$ cat src/rtl/hack_cpu_ctrl.sv
// Hack CPU control and register stage.
// Fetches and decodes Hack instructions, holds the A, D and PC registers,
// drives the external ALU, and moves data to and from RAM over
// request/ready handshakes so that wait-stated memories are tolerated.

module hack_cpu_ctrl #(
    parameter int                    ADDR_WIDTH = 15,
    parameter logic [ADDR_WIDTH-1:0] RESET_PC   = '0
) (
    input  logic                  clk,
    input  logic                  reset_n,
    // instruction fetch port
    output logic                  rom_req,
    output logic [ADDR_WIDTH-1:0] rom_addr,
    input  logic                  rom_ready,
    input  logic [15:0]           rom_data,
    // data memory port
    output logic                  mem_rd_req,
    output logic                  mem_wr_req,
    output logic [ADDR_WIDTH-1:0] mem_addr,
    output logic [15:0]           mem_wdata,
    input  logic [15:0]           mem_rdata,
    input  logic                  mem_ready,
    // external ALU
    output logic [15:0]           alu_x,
    output logic [15:0]           alu_y,
    output logic                  alu_zx,
    output logic                  alu_nx,
    output logic                  alu_zy,
    output logic                  alu_ny,
    output logic                  alu_f,
    output logic                  alu_no,
    input  logic [15:0]           alu_out,
    input  logic                  alu_zr,
    input  logic                  alu_ng,
    // debug and status
    output logic [ADDR_WIDTH-1:0] pc,
    output logic [15:0]           a_reg,
    output logic [15:0]           d_reg,
    output logic                  instr_done
);

    typedef enum logic [1:0] {
        S_FETCH,
        S_MREAD,
        S_EXEC,
        S_MWRITE
    } state_t;

    state_t                  state;
    logic [15:0]             ir;
    logic [15:0]             m_latch;
    logic [ADDR_WIDTH-1:0]   pc_inc;
    logic                    jump_taken;

    // Next sequential PC, wrapping naturally at the top of the address space
    assign pc_inc = pc + ADDR_WIDTH'(1);

    // Jump condition from the instruction jump bits and the live ALU flags
    assign jump_taken = (ir[2] & alu_ng) | (ir[1] & alu_zr) | (ir[0] & ~alu_ng & ~alu_zr);

    // Operands come straight from the registers so they are stable for all of EXEC
    assign alu_x    = d_reg;
    assign alu_y    = ir[12] ? m_latch : a_reg;
    assign alu_zx   = ir[11];
    assign alu_nx   = ir[10];
    assign alu_zy   = ir[9];
    assign alu_ny   = ir[8];
    assign alu_f    = ir[7];
    assign alu_no   = ir[6];
    assign rom_addr = pc;

    // Main control FSM; every request and the retire pulse are registered here.
    // After reset the FETCH state first raises rom_req, so a ready seen while
    // a request is low is never taken as a transfer.
    always_ff @(posedge clk) begin
        if (!reset_n) begin
            state      <= S_FETCH;
            pc         <= RESET_PC;
            a_reg      <= '0;
            d_reg      <= '0;
            m_latch    <= '0;
            ir         <= '0;
            rom_req    <= 1'b0;
            mem_rd_req <= 1'b0;
            mem_wr_req <= 1'b0;
            mem_addr   <= '0;
            mem_wdata  <= '0;
            instr_done <= 1'b0;
        end else begin
            instr_done <= 1'b0;
            case (state)
                S_FETCH: begin
                    if (!rom_req) begin
                        rom_req <= 1'b1;
                    end else if (rom_ready) begin
                        ir      <= rom_data;
                        rom_req <= 1'b0;
                        if (rom_data[15] && rom_data[12]) begin
                            mem_rd_req <= 1'b1;
                            mem_addr   <= a_reg[ADDR_WIDTH-1:0];
                            state      <= S_MREAD;
                        end else begin
                            state <= S_EXEC;
                        end
                    end
                end

                S_MREAD: begin
                    if (mem_ready) begin
                        m_latch    <= mem_rdata;
                        mem_rd_req <= 1'b0;
                        state      <= S_EXEC;
                    end
                end

                S_EXEC: begin
                    if (!ir[15]) begin
                        a_reg      <= {1'b0, ir[14:0]};
                        pc         <= pc_inc;
                        instr_done <= 1'b1;
                        rom_req    <= 1'b1;
                        state      <= S_FETCH;
                    end else begin
                        if (ir[5]) begin
                            a_reg <= alu_out;
                        end
                        if (ir[4]) begin
                            d_reg <= alu_out;
                        end
                        // Jump target and write address both use A as it was before this cycle
                        pc <= jump_taken ? a_reg[ADDR_WIDTH-1:0] : pc_inc;
                        if (ir[3]) begin
                            mem_addr   <= a_reg[ADDR_WIDTH-1:0];
                            mem_wdata  <= alu_out;
                            mem_wr_req <= 1'b1;
                            state      <= S_MWRITE;
                        end else begin
                            instr_done <= 1'b1;
                            rom_req    <= 1'b1;
                            state      <= S_FETCH;
                        end
                    end
                end

                S_MWRITE: begin
                    if (mem_ready) begin
                        mem_wr_req <= 1'b0;
                        instr_done <= 1'b1;
                        rom_req    <= 1'b1;
                        state      <= S_FETCH;
                    end
                end

                default: begin
                    state <= S_FETCH;
                end
            endcase
        end
    end

endmodule

$ cat config.mk
export PLATFORM = sky130hd
export DESIGN_NAME = hack_cpu_ctrl
export DESIGN_NICKNAME = d
export VERILOG_FILES = /design/src/rtl/hack_cpu_ctrl.sv
export SDC_FILE = /design/constraint.sdc
export NUM_CORES = 1
export LEC_CHECK = 0
export CELL_PAD_IN_SITES_DETAIL_PLACEMENT = 1
export CELL_PAD_IN_SITES_GLOBAL_PLACEMENT = 1
export CORE_ASPECT_RATIO = 1.25
export CORE_MARGIN = 2
export CORE_UTILIZATION = 45
export CTS_CLUSTER_SIZE = 40
export DETAILED_ROUTE_END_ITERATION = 8
export DONT_BUFFER_PORTS = 1
export HOLD_SLACK_MARGIN = 0.02
export PLACE_DENSITY_LB_ADDON = 0.1
export SYNTH_ARGS = -nofsm -noshare
export SYNTH_HDL_FRONTEND = slang
export SYNTH_SLANG_ARGS = --single-unit
$ cat constraint.sdc
create_clock -name clk -period 1.85 [get_ports clk]
set_input_delay 0.37 -clock clk [delete_from_list [all_inputs] [get_ports clk]]
set_output_delay 0.37 -clock clk [all_outputs]
set_load 0.01 [all_outputs]
# == Yosys cells after proc, flatten, opt, wreduce, memory -nomap -nowiden ==
# Cells that the tools add are included.
# Widths: inputs -> output; s select.
# totals
ff_bits,116
in_bits,54
word_cells,86
# op_classes
n_addsub,1
n_eq_ne,12
n_mux,37
n_bitwise,8
reduce_logical,16
# op_table
cell,n
$mux 15,7
$mux 16,3
$pmux 15 s2,1
$ne 2x2->1 const B,8
$add 15x1->15 const B,1
$mux 1,14
$mux 2,7
$reduce_and 3->1,4
$pmux 2 s4,1
$reduce_and 4->1,2
$pmux 1 s2,3
$reduce_and 6->1,1
$reduce_bool 2->1,3
$reduce_and 5->1,1
$and 1x1->1,4
$eq 2x2->1 const B,2
$reduce_and 2->1,2
$ne 3x3->1 const B,1
$pmux 1 s3,1
$reduce_bool 3->1,1
$eq 2x1->1 const B,1
$logic_not 2->1,1
$not 1->1,2
$or 1x1->1,2
$logic_and 1x1->1,1

# == Logic depth before layout (Yosys ltp) ==
# logic_depth
ltp_word,6
depth_mapped,7
ltp_nobuf,5

# == Worst setup path before layout ==
# Ideal clock, no wire load.
# synth_timing
path_type,flip-flop to output port
start,register ir[12]
end,output alu_y[10]
arrival_ns,1.331
required_time_ns,1.480
setup_slack_ns,0.149
stages_incl_launch_ff,4
cell_sequence,dfxtp_1 -> clkbuf_1 -> clkbuf_1 -> mux2_2
# synth_between
elab_chain_cells,1
# synth_lines
element,line,source
from (decl),51,logic [15:0] ir;
from (signal assigned),97,ir <= rom_data;
$mux 16,64,assign alu_y = ir[12] ? m_latch : a_reg;
to (decl),26,"output logic [15:0] alu_y,"
# Every way passes these cells.

# == Worst setup path after layout ==
# layout_timing
start,register ir[12]
end,output alu_y[15]
# Same word-level chain as after synthesis.

==> results.yml <==
status:
  status: "completed"
clock_network:
  clk_pin_slew_ps: 50
  clock_latency_ps: 410
  cts_sinks: 116
  cts_tree: "done"
  post-cts-setup-buffer-count: 0
  cts_buffers: 17
  ctsResizeCount: 0
  clockBufferDepth: 2
  cts_root_buffer: "clkbuf_16"
  hold_buffers: 0
  htreeDepth: 4
setup_path:
  path_class: "reg2out"
  crit_path_max_incr_delay_ps: 410
  rr_worst_depth: 5
  crit_required_ps: 1480
  crit_path_top_delay_cell: "mux2_2"
  worstPathArrival_ps: 1410
  regToRegEndpoint: "pc[8]"
  reg2reg_setup_slack_ps: 110
  path_cells: "buf_4 > mux2_2"
  critPathCaptureType: "output pin"
  r2r-start: "pc[0]"
  start_kind: "register"
  worstPathMaxFanout: 17
synth:
  synth-seq-cells: 116
  synth_seq_area_share_pct: 44.8
  async_flop_share_pct: 0
  synthesis.area_um2: 5180
  syn_inst: 637
  synth_edf_count: 0
  synth-main-ff-cell: "dfxtp_1"
  synth.distinct_cells: 53
  ys_warn_count: 0
  synth.avg_cell_area_um2: 8.13
  syn_nets: 692
grt:
  first_global_vias: 4806
  grt_pass1_wl_um: 25800
  grt_max_degree: 102
  antenna_found_initial: 0
  grt_overflow: 0
  grt_use_total_pct: 27.3
layout:
  final_core_util_pct: 53.0
  layout.nets: 683
  diodes: 0
  layout_common_cells: "157 x nand2_1, 116 x dfxtp_1, 92 x a21oi_1, 45 x buf_4, 27 x nand3_1"
  layout-drive-gt1-share_pct: 17.2
  syn_to_final_growth_pct: 13.8
  final_common_cell: "nand2_1"
  stdcell_count: 776
detailed_routing:
  wire_per_inst_um: 21.4
  postRouteAntennaNets: 0
  wirelength_um: 16600
  first_iter_violations: 211
  drt_pass1_iterations: 4
  dr_wl_met2_um: 8640
  drc_errors: 0
  top_layer: "met4"
  viasPerCell: 5.90
  vias: 4577
  wl_met1_um: 6480
  route.met3.wl_um: 1090
flow_run:
  drv_cap: 0
placement:
  place_inst: 744
  io_buffers: 0
  gp_congestion: 0.838
  dpl.hpwl_um: 12000
power_and_ir_drop:
  ir_worst_vdd_mv: 0.716
  p_per_area_nw_per_um2: 1070
  p_leak_nw: 2.05
die:
  fp.dieArea_um2: 12400
  fp.dieW_um: 100
  start_util_pct: 46.5
  io_pins: 189
  die_y_um: 124
  rows: 43
  core_area_um2: 11100
sta:
  fin_tns_setup_ps: 0
  finalHoldViolations: 0
  tightest_slew_ps: 550
  setup_viol: 0
  fin_crit_ps: 1780
  rsz0062_at_grt: "no"
  max_freq_mhz: 561
  relSlewSlack_pct: 63.3
  finalCritPeriodShare_pct: 96.4
  slew_viol_final: 0
  fin_skew_ps: 6.89
min_path:
  hp-class: "in2reg"
  min_to: "pc[14]"
  hp-start: "reset_n"
  hold-path-cell-count: 1
report_power, final:
group,switching [mW],internal (mW),leakage (nW)
Clock,1.19,2.05,0.274
Combinational,0.278,0.158,0.838
Sequential,0.0900,2.57,0.938
cell usage after synthesis (all sizes together) (5+ instances only):
library cell	number	area (um^2)
nand2	157	589
dfxtp	116	2320
a21oi	93	469
buf	46	309
clkbuf	29	109
nand3	28	145
mux2i	23	230
nor2	23	88.8
o21ai	19	98.9
mux2	18	203
a211oi	16	120
o22ai	9	56.3
nor3	7	40.0
and3	5	32.5
nand4	5	37.5
worst max path at each step:
stage,start,to,slack [ps],cells after the start
finish,ir[12],alu_y[15],70,2
global route,ir[12],alu_y[5],0.3,2
CTS,ir[12],alu_y[15],60,2
detailed placement,pc[0],pc[8],150,5
global placement,pc[0],pc[8],230,5
floorplan,ir[12],alu_y[10],150,3
cells by family (layout without fill, tap and decap cells):
| kind of cell | after synthesis | in the layout | share of synthesized area, % |
|---|---|---|---|
| AOI/OAI and AO/OA | 158 | 158 | 17.8 |
| adders and majority gates | 1 | 1 | 0.241 |
| buffers and inverters | 79 | 83 | 8.36 |
| DFF | 116 | 116 | 44.8 |
| muxes | 41 | 41 | 8.36 |
| and+or+nand+nor | 242 | 242 | 20.5 |
critical path, delay by kind of cell (launching register included):
| kind | cells | cell delay [ps] |
|---|---|---|
| mux | 1 | 410 |
| flops | 1 | 330 |
| buf+inv | 1 | 260 |
per-layer routing:
layer,up-vias,GRT usage [%]
met5,-,0
met4,0,11.0
met3,27,8.47
met2,168,49.6
met1,2219,29.5
li1,2163,-
per-stage QoR:
step	area, um^2	total power [mW]	setup WS [ps]	hold slack [ps]
floorplan	5180	2.98	149	433
global placement	5310	3.13	229	439
detailed placement	5310	3.14	152	451
CTS	5900	6.37	56.1	66.8
global route	5900	6.52	0.256	80.0
finish	5900	6.33	66.8	82.5
final cells by class:
class,count,area (um^2)
Clock inverter,12,130
Clock buffer,20,457
Timing Repair Buffer,47,378
Tap cell,135,169
Sequential cell,116,2320
Multi-Input combinational cell,442,2430
Inverter,4,16.3
Fill cell,1353,5240
Power figures use the tool's default switching activity.
